## src/rtl/hashchecker_arbiter_pkg.sv

```systemverilog
// Shared types and helpers for the hashchecker arbiter: FSM state encoding,
// hash width and the per-requester hash slicer.
package hashchecker_arbiter_pkg;

    localparam int HASH_W  = 128;
    localparam int MAX_REQ = 16;

    typedef enum logic [2:0] {
        IDLE      = 3'd0,
        ST_STROBE = 3'd1,
        ST_SETTLE = 3'd2,
        CK_STROBE = 3'd3,
        CK_WAIT   = 3'd4,
        RESPOND   = 3'd5
    } state_t;

    // The bus is padded to MAX_REQ lanes so one signature serves every N_REQ.
    function automatic logic [HASH_W-1:0] hash_slice(
        input logic [MAX_REQ*HASH_W-1:0] bus,
        input int                        idx
    );
        return bus[idx*HASH_W +: HASH_W];
    endfunction

endpackage

```

## src/rtl/hashchecker_arbiter_rr_arbiter.sv

```systemverilog
// Combinational round-robin picker: first set request at or above ptr,
// wrapping around, reported as a one-hot grant plus its index.
module hashchecker_arbiter_rr_arbiter #(
    parameter int N_REQ = 4,
    parameter int ID_W  = 2
) (
    input  logic [N_REQ-1:0] req,
    input  logic [ID_W-1:0]  ptr,
    output logic [N_REQ-1:0] grant,
    output logic [ID_W-1:0]  winner,
    output logic             any
);

    // rot_req[k] is the request k positions above the pointer.
    logic [N_REQ-1:0] rot_req;
    logic [ID_W-1:0]  rot_idx [N_REQ];

    genvar gi;
    generate
        for (gi = 0; gi < N_REQ; gi++) begin : g_rot
            logic [ID_W:0] sum;
            assign sum          = {1'b0, ptr} + (ID_W+1)'(gi);
            assign rot_idx[gi]  = (sum >= (ID_W+1)'(N_REQ)) ? ID_W'(sum - (ID_W+1)'(N_REQ))
                                                             : sum[ID_W-1:0];
            assign rot_req[gi]  = req[rot_idx[gi]];
        end
    endgenerate

    always_comb begin
        grant  = '0;
        winner = '0;
        any    = 1'b0;
        for (int k = N_REQ-1; k >= 0; k--) begin
            if (rot_req[k]) begin
                any    = 1'b1;
                winner = rot_idx[k];
            end
        end
        if (any) begin
            grant[winner] = 1'b1;
        end
    end

endmodule

```

## src/rtl/hashchecker_arbiter.sv

```systemverilog
// Time-shares one hashchecker between a target loader and N_REQ candidate
// requesters, translating valid/ready into the newrdy/checkrdy strobe protocol.
module hashchecker_arbiter
    import hashchecker_arbiter_pkg::*;
#(
    parameter int N_REQ          = 4,
    parameter int ID_W           = 2,
    parameter int STROBE_CYCLES  = 2,
    parameter int SETTLE_CYCLES  = 1,
    parameter int TIMEOUT_CYCLES = 1024
) (
    input  logic                    clk,
    input  logic                    nrst,
    input  logic                    ld_valid,
    input  logic [HASH_W-1:0]       ld_hash,
    output logic                    ld_ready,
    input  logic [N_REQ-1:0]        req_valid,
    input  logic [N_REQ*HASH_W-1:0] req_hash,
    output logic [N_REQ-1:0]        req_ready,
    output logic                    rsp_valid,
    output logic [ID_W-1:0]         rsp_id,
    output logic                    rsp_match,
    output logic                    rsp_timeout,
    output logic                    hc_newrdy,
    output logic                    hc_checkrdy,
    output logic [HASH_W-1:0]       hc_hash,
    input  logic                    hc_resultrdy,
    input  logic                    hc_matchfound,
    output logic                    busy,
    output logic [15:0]             match_count
);

    localparam logic [15:0] STROBE_LAST  = 16'(STROBE_CYCLES - 1);
    localparam logic [15:0] SETTLE_LAST  = 16'(SETTLE_CYCLES - 1);
    localparam logic [15:0] TIMEOUT_LAST = 16'(TIMEOUT_CYCLES - 1);

    state_t              state_reg, state_next;
    logic [15:0]         cnt_reg, cnt_next;
    logic [ID_W-1:0]     ptr_reg;
    logic [ID_W-1:0]     cap_id_reg;
    logic [HASH_W-1:0]   hash_reg;
    logic                ld_ready_reg;
    logic [N_REQ-1:0]    req_ready_reg;
    logic [ID_W-1:0]     rsp_id_reg;
    logic                rsp_match_reg;
    logic                rsp_timeout_reg;
    logic [15:0]         match_count_reg;

    logic                take_ld, take_req, finish_check, result_hit;
    logic [N_REQ-1:0]    grant;
    logic [ID_W-1:0]     winner;
    logic                any_req;
    logic [MAX_REQ*HASH_W-1:0] req_hash_pad;

    hashchecker_arbiter_rr_arbiter #(
        .N_REQ (N_REQ),
        .ID_W  (ID_W)
    ) u_rr_arbiter (
        .req    (req_valid),
        .ptr    (ptr_reg),
        .grant  (grant),
        .winner (winner),
        .any    (any_req)
    );

    always_comb begin
        req_hash_pad = '0;
        req_hash_pad[N_REQ*HASH_W-1:0] = req_hash;
    end

    always_comb begin
        state_next   = state_reg;
        cnt_next     = cnt_reg;
        take_ld      = 1'b0;
        take_req     = 1'b0;
        finish_check = 1'b0;
        result_hit   = 1'b0;
        hc_newrdy    = (state_reg == ST_STROBE);
        hc_checkrdy  = (state_reg == CK_STROBE);
        rsp_valid    = (state_reg == RESPOND);
        busy         = (state_reg != IDLE);
        case (state_reg)
            IDLE: begin
                cnt_next = '0;
                if (ld_valid) begin
                    take_ld    = 1'b1;
                    state_next = ST_STROBE;
                end else if (any_req) begin
                    take_req   = 1'b1;
                    state_next = CK_STROBE;
                end
            end
            ST_STROBE: begin
                if (cnt_reg == STROBE_LAST) begin
                    cnt_next   = '0;
                    state_next = (SETTLE_CYCLES == 0) ? IDLE : ST_SETTLE;
                end else begin
                    cnt_next = cnt_reg + 16'd1;
                end
            end
            ST_SETTLE: begin
                if (cnt_reg == SETTLE_LAST) begin
                    cnt_next   = '0;
                    state_next = IDLE;
                end else begin
                    cnt_next = cnt_reg + 16'd1;
                end
            end
            CK_STROBE: begin
                if (cnt_reg == STROBE_LAST) begin
                    cnt_next   = '0;
                    state_next = CK_WAIT;
                end else begin
                    cnt_next = cnt_reg + 16'd1;
                end
            end
            CK_WAIT: begin
                // A result arriving on the last permitted cycle still wins over the timeout.
                if (hc_resultrdy) begin
                    finish_check = 1'b1;
                    result_hit   = 1'b1;
                    cnt_next     = '0;
                    state_next   = RESPOND;
                end else if (cnt_reg == TIMEOUT_LAST) begin
                    finish_check = 1'b1;
                    cnt_next     = '0;
                    state_next   = RESPOND;
                end else begin
                    cnt_next = cnt_reg + 16'd1;
                end
            end
            RESPOND: state_next = IDLE;
            default: state_next = IDLE;
        endcase
    end

    always_ff @(posedge clk) begin
        if (!nrst) begin
            state_reg       <= IDLE;
            cnt_reg         <= '0;
            ptr_reg         <= '0;
            cap_id_reg      <= '0;
            hash_reg        <= '0;
            ld_ready_reg    <= 1'b0;
            req_ready_reg   <= '0;
            rsp_id_reg      <= '0;
            rsp_match_reg   <= 1'b0;
            rsp_timeout_reg <= 1'b0;
            match_count_reg <= '0;
        end else begin
            state_reg     <= state_next;
            cnt_reg       <= cnt_next;
            ld_ready_reg  <= take_ld;
            req_ready_reg <= take_req ? grant : '0;
            if (take_ld) begin
                hash_reg <= ld_hash;
            end
            if (take_req) begin
                hash_reg   <= hash_slice(req_hash_pad, int'(winner));
                cap_id_reg <= winner;
                ptr_reg    <= (winner == ID_W'(N_REQ - 1)) ? '0 : winner + 1'b1;
            end
            if (finish_check) begin
                rsp_id_reg      <= cap_id_reg;
                rsp_match_reg   <= result_hit & hc_matchfound;
                rsp_timeout_reg <= ~result_hit;
                if (result_hit && hc_matchfound && (match_count_reg != 16'hFFFF)) begin
                    match_count_reg <= match_count_reg + 16'd1;
                end
            end
        end
    end

    assign ld_ready    = ld_ready_reg;
    assign req_ready   = req_ready_reg;
    assign rsp_id      = rsp_id_reg;
    assign rsp_match   = rsp_match_reg;
    assign rsp_timeout = rsp_timeout_reg;
    assign hc_hash     = hash_reg;
    assign match_count = match_count_reg;

endmodule

```

## config.mk

```make
export PLATFORM = sky130hd
export DESIGN_NAME = hashchecker_arbiter
export DESIGN_NICKNAME = d
export VERILOG_FILES = /design/src/rtl/hashchecker_arbiter_pkg.sv /design/src/rtl/hashchecker_arbiter_rr_arbiter.sv /design/src/rtl/hashchecker_arbiter.sv
export SDC_FILE = /design/constraint.sdc
export NUM_CORES = 1
export LEC_CHECK = 0
export ABC_AREA = 1
export BUFFER_PORTS_ARGS = -buffer_cell sky130_fd_sc_hd__buf_2
export CAP_MARGIN = 20
export CORE_AREA = 3 3 311 313
export CTS_CLUSTER_SIZE = 10
export DETAILED_ROUTE_END_ITERATION = 16
export DIE_AREA = 0 0 314 316
export HOLD_SLACK_MARGIN = 0.12
export SLEW_MARGIN = 15
export SYNTH_ARGS = -nofsm -noshare
export SYNTH_HDL_FRONTEND = slang
export SYNTH_HIERARCHICAL = 1
export SYNTH_SLANG_ARGS = --single-unit
```

## constraint.sdc

```tcl
create_clock -name clk -period 3.4 [get_ports clk]
set_input_delay 0 -clock clk [delete_from_list [all_inputs] [get_ports clk]]
set_output_delay 0 -clock clk [all_outputs]
set_load 0.005 [all_outputs]
```

# == Word-level counts from Yosys, hierarchy flattened ==
# Cells that the tools add are included.
# totals
reg_bits,176
latch_bits,0
ram_bits,0
mem_bits_ro,0
inputBits,649
out_inout_bits,157
word_cells,108
mem_count,0
# op_classes
add_sub_neg,10
n_mul,0
div_mod_pow,0
magnitude_cmp,10
n_eq_ne,14
n_shift,1
mux,48
bitwise_logic,2
n_reduce_logical,12
# ops
cell,n
variable part select 2048 x 10 -> 128 bit,1
two-way mux 128 bit,2
two-way mux 16 bit,4
case mux 16 bit (4 select lines),1
adder 16 x 1 -> 16 bit (second input constant),2
two-way mux 3 bit,7
two-way mux 1 bit,19
two-way mux 2 bit,9
equality test 16 x 1 -> 1 bit (second input constant),1
equality test 16 x 10 -> 1 bit (second input constant),1
zero test 16 bit,1
inequality test 16 bit (second input constant),1
less-than comparator 2 x 3 -> 1 bit (second input constant),5
case mux 3 bit (5 select lines),1
>= comparator 3 bit (second input constant),3
binary-select mux 1 bit (select 2 bit),4
subtractor 2 x 1 -> 2 bit (second input constant),4
adder 2 x 2 -> 3 bit (second input constant),2
equality test 3 x 2 -> 1 bit (second input constant),2
equality test 3 bit (second input constant),2
inequality test 3 bit (second input constant),2
AND reduction 5 bit,1
inequality test 2 x 1 -> 1 bit (second input constant),2
nonzero test 4 bit,1
17 further kinds,19

# == Longest topological paths before layout ==
# depth
depth_word,13
mapped_depth,20
depth_no_buf,15

# == By module ==
# The synthesis kept the hierarchy.
# by_module_without_submodules
mod,instances,cells_per_inst,area_per_inst_um2,seq_area_each_um2
hashchecker_arbiter,1,2207,12465.7,3523.4
hashchecker_arbiter_rr_arbiter,1,55,241.5,0.0

# == Worst setup path after synthesis ==
# Ideal clock, no wire load.
# synth_timing
path_type,register to register
start,reg ptr_reg[0]
end,reg hash_reg[111] (netlist: hc_hash[111])
setup_ns,0.115
arrival_time_ns,2.277
t_required_ns,3.285
path_slack_ns,1.007
stages_incl_launch_ff,19
n_path_buf,5
synth_period_minus_slack_ns,2.393
cell_sequence,dfxtp_1 buf_6 nand2_1 nand2_2 nand3_1 nand3_1 nand3_1 nand2_2 clkbuf_1 inv_1 buf_2 buf_2 clkbuf_1 o21ai_0 o22ai_1 nand2_1 nand2_1 o21ai_0 inv_1
# synth_via
elab_cells_between_ends,37
classes_between,7 x add/sub; 4 x order compare; 1 x shift; 24 x mux; 1 x reduce/logical
# synth_rtl
item,line,source
"start, declared",hashchecker_arbiter.sv:39,logic [ID_W-1:0] ptr_reg;
"start signal, assigned",hashchecker_arbiter.sv:161,ptr_reg <= (winner == ID_W'(N_REQ - 1)) ? '0 : winner + 1'b1;
adder 2 x 2 -> 3 bit,hashchecker_arbiter_rr_arbiter.sv:22,"assign sum = {1'b0, ptr} + (ID_W+1)'(gi);"
>= comparator 3 bit or subtractor 2 x 1 -> 2 bit (tied branches),hashchecker_arbiter_rr_arbiter.sv:23,assign rot_idx[gi] = (sum >= (ID_W+1)'(N_REQ)) ? ID_W'(sum - (ID_W+1)'(N_REQ))
two-way mux 2 bit,hashchecker_arbiter_rr_arbiter.sv:23,
binary-select mux 1 bit (select 2 bit),hashchecker_arbiter_rr_arbiter.sv:25,assign rot_req[gi] = req[rot_idx[gi]];
two-way mux 1 bit (implied by the code),hashchecker_arbiter_rr_arbiter.sv:25,
two-way mux 2 bit (3 in a row),hashchecker_arbiter_rr_arbiter.sv:34,if (rot_req[k]) begin
two-way mux 2 bit (*),hashchecker_arbiter_rr_arbiter.sv:34,
via winner[0],hashchecker_arbiter.sv:51,logic [ID_W-1:0] winner;
variable part select 2048 x 10 -> 128 bit (*),hashchecker_arbiter_pkg.sv:22,return bus[idx*HASH_W +: HASH_W];
two-way mux 128 bit (*),hashchecker_arbiter.sv:158,if (take_req) begin
"end signal, assigned",hashchecker_arbiter.sv:156,hash_reg <= ld_hash;
"end signal, assigned",hashchecker_arbiter.sv:159,"hash_reg <= hash_slice(req_hash_pad, int'(winner));"
"end, declared",hashchecker_arbiter.sv:41,logic [HASH_W-1:0] hash_reg;
# The timed path passes the listed nets; every way through them passes the cells marked *. The select of a mux whose other input is x is not followed.
# A chain may end at the register's enable or synchronous reset.

# == Final worst setup path ==
# layout_timing
start,reg ptr_reg[0]
end,reg hash_reg[56] (netlist: hc_hash[56])
# Same word-level chain as after synthesis.

==> PnR_summary.wiki <==
{| class="wikitable"
! Metric !! Value
|-
| Cell with the largest stage delay on the worst path || sky130_fd_sc_hd__dlygate4sd3_1
|-
| Worst slack, placed || 0.0746 ns
|-
| Number of enable-type register cells in the synthesized netlist || 0
|-
| Dominant synthesized flop cell || sky130_fd_sc_hd__dfxtp_1
|-
| Clock latency on the worst-skew pair || 0.51 ns
|-
| CTS tree || done
|-
| Final Total Pwr || 20.5 mW
|-
| Max rail drop VDD || 0.691 mV
|-
| Worst-Margin Slew || 0.728 ns
|-
| Post-detailed-route via-to-cell ratio || 4.15
|-
| Cell area after technology mapping || 12700 µm²
|-
| Number of clock buffers inserted by TritonCTS || 17
|-
| Commonest non-fill, non-tap cells in the layout || sky130_fd_sc_hd__buf_2, sky130_fd_sc_hd__nor2_1, sky130_fd_sc_hd__o21ai_0
|-
| Count of input and output buffers || 805
|-
| Relative slew margins || 50.9%
|-
| Crit path required time || 3.81 ns
|-
| Flip-flop count of the largest register, all copies and words added || 128
|-
| Number of buffers between clock root and the deepest sink || 2
|-
| Count of clock tree sinks || 176
|-
| Count of maximum capacitance violations || 0
|-
| Die boundary height || 316 µm
|-
| Arrival time at the worst endpoint || 3.56 ns
|-
| Total negative slack || 0 ns
|-
| First-pass GRT wire length || 112000 µm
|-
| Cell-by-cell listing of the critical path || inv_1, nand2_1, nand2_2, nand3_1, nand3_1, nand3_1, nand2_8, inv_12, buf_12, o21ai_0, a31oi_1, dlygate4sd3_1, o21ai_1, inv_1
|-
| Family with the most delay on the worst path || buffers and inverters
|-
| Parity-gate share of the synthesized area counting xor and xnor cells || 0.965%
|-
| Post-Synthesis Mean Instance Area || 5.62 µm²
|-
| Buf/Inv on CP || 5
|-
| Vias || 18875
|-
| Warnings from Yosys || 6
|-
| Main combinational cell family by area after synthesis || compound AO/OA/AOI/OAI gates
|-
| Initial detailed-routing violation count || 1305
|-
| Overall overflow remaining after global route || 0
|-
| Detailed Place HPWL || 63300 µm
|-
| Async set-reset flop share out of synthesis || 0%
|-
| Root Buffer Master || sky130_fd_sc_hd__clkbuf_16
|-
| Final critical-path share of the clock period || 92.8%
|-
| Number of nets at the end of the flow || 3905
|-
| Crit start category || register
|-
| Routed Antenna Nets || 0
|-
| Total leakage power || 10.8 nW
|-
| Mux share of post-synthesis cell area || 0%
|-
| Critical Setup Path Class || reg2reg
|-
| Net count after synthesis || 2916
|-
| Ratio of cells with drive above 1 in the final layout || 27.6%
|-
| DRC || 0
|-
| Largest fanout on the critical path || 57
|-
| Unrepaired setup endpoints after global routing || no
|-
| Cell area power density || 943 nW/µm²
|-
| Global routing usage summed across all routing layers || 15.4%
|-
| Die outline width || 314 µm
|-
| Clock transition at the registers of the reported paths || 0.09 ns
|-
| Growth of design area from synthesis to finish || 70.8%
|-
| Setup violations, final || 0
|-
| Worst setup skew after layout || 0.0134 ns
|-
| Initial Utilization || 13.4%
|-
| Number of global-route vias before repair || 17108
|-
| Final Wtd Congestion || 0.899
|-
| Die area || 99200 µm²
|-
| Post-layout util || 22.9%
|-
| Post-layout worst setup margin || 0.243 ns
|-
| Fin. Hold Viols || 0
|-
| Pin count of the biggest net entering global routing || 113
|-
| Unique cell type count in the Yosys netlist || 32
|-
| Area of the core || 94600 µm²
|-
| Endpoint type of the worst setup path || register
|-
| Number of search-and-repair iterations in the first detailed-routing pass || 7
|-
| Wire length reported by the detailed router || 82100 µm
|-
| Post-synthesis sequential area ratio || 27.7%
|-
| Gate count of the mapped netlist || 2262
|-
| Reg2reg setup slack || 0.24 ns
|-
| Number of storage elements in the synthesis netlist || 176
|-
| Cell repeated most along the worst path || sky130_fd_sc_hd__nand3_1
|-
| Slew Limit Fails || 0
|-
| Slowest cell delay on critical path || 0.59 ns
|-
| Rows || 113
|-
| Number of levels the H-tree was split into || 4
|-
| Number of antenna violations at the first check in global routing || 40
|-
| Wirelength per Cell || 18.1 µm
|-
| Status || finished, final reports clean
|-
| Most common library cell in the layout ignoring fill and taps || sky130_fd_sc_hd__buf_2
|-
| Min-delay worst type || in2reg
|-
| Post-synthesis compound-gate area fraction || 28.6%
|-
| Shortest period the worst path allows || 3.16 ns
|-
| Maximum clock rate || 317 MHz
|-
| Post-synthesis simple-gate area fraction || 27.5%
|-
| Post-Synth Adder-Cell Area || 0.492%
|-
| Number of top-level pins || 806
|}
[Yosys cell counts (all sizes together), types with 11 or more instances]
library cell    n  area [µm²]
nand2         198         751
nor2          642        2410
o21ai         399        2000
dfxtp         176        3520
xor2           11        96.3
a31oi         105         657
o22ai          25         156
a21oi         154         771
inv           317        1190
buf            49         265
nand3          31         155
clkbuf        113         424
nor3           17        96.4
[report_power, final]
part / total [mW] / internal, mW / switching, mW
Combinational: 15.0 / 5.66 / 9.37
Clock: 2.19 / 1.06 / 1.13
Sequential: 3.24 / 2.81 / 0.424
[metal layers]
layer	global-route usage [%]	part of all wire, %
met1	19.0	42
met2	24.8	45
met3	5.10	9.8
met4	6.03	3.5
met5	0	0.19
[repair_timing]
action	4_1_cts	5_1_grt
setup endpoints to repair	0	123
gates resized for setup	0	12
endpoints found under the hold margin	154	0
hold buffers	275	0
setup buffers	0	2
[stage by stage]
stage               cells  cell area [µm²]  hold slack (ns)
finish               4545            21700            0.192
CTS                  4525            21600            0.132
global route         4533            21700            0.182
floorplan            2262            12700            0.138
global placement     4218            18200            0.301
detailed placement   4218            18200            0.307
[worst paths after layout]
kind            startpoint           to  cells past startpoint
max             ptr_reg[0]  hc_hash[56]                     14
min          req_hash[211]  hc_hash[83]                      7
max reg2reg     ptr_reg[0]  hc_hash[56]                     14
min reg2reg    rsp_timeout  rsp_timeout                      2
[kinds of logic after synthesis]
logic type | after synthesis
AO/OA/AOI/OAI | 689
XOR/XNOR | 14
adder cells (fa/ha/maj) | 5
buffers and inverters | 479
flip-flops | 176
AND/OR/NAND/NOR | 899
[worst register-to-register path, stage by stage (launching register included)]
cell                            delay [ns]
sky130_fd_sc_hd__dfxtp_4              0.39
sky130_fd_sc_hd__inv_1                0.12
sky130_fd_sc_hd__nand2_1              0.08
sky130_fd_sc_hd__nand2_2              0.08
sky130_fd_sc_hd__nand3_1              0.09
sky130_fd_sc_hd__nand3_1              0.12
sky130_fd_sc_hd__nand3_1              0.21
sky130_fd_sc_hd__nand2_8              0.24
sky130_fd_sc_hd__inv_12               0.12
sky130_fd_sc_hd__buf_12               0.23
sky130_fd_sc_hd__o21ai_0              0.49
sky130_fd_sc_hd__a31oi_1              0.14
sky130_fd_sc_hd__dlygate4sd3_1        0.59
sky130_fd_sc_hd__o21ai_1              0.12
sky130_fd_sc_hd__inv_1                0.05
[layout make-up]
type / count / area (µm²)
Clock buffer: 17 / 425
Antenna cell: 16 / 40.0
Fill cell: 10739 / 72900
Sequential cell: 176 / 3530
Tap cell: 1265 / 1580
Clock inverter: 15 / 188
Multi-Input combinational cell: 1607 / 7330
Inverter: 317 / 1220
Timing Repair Buffer: 1132 / 7380
No activity file was read; power rests on OpenSTA's default activity.
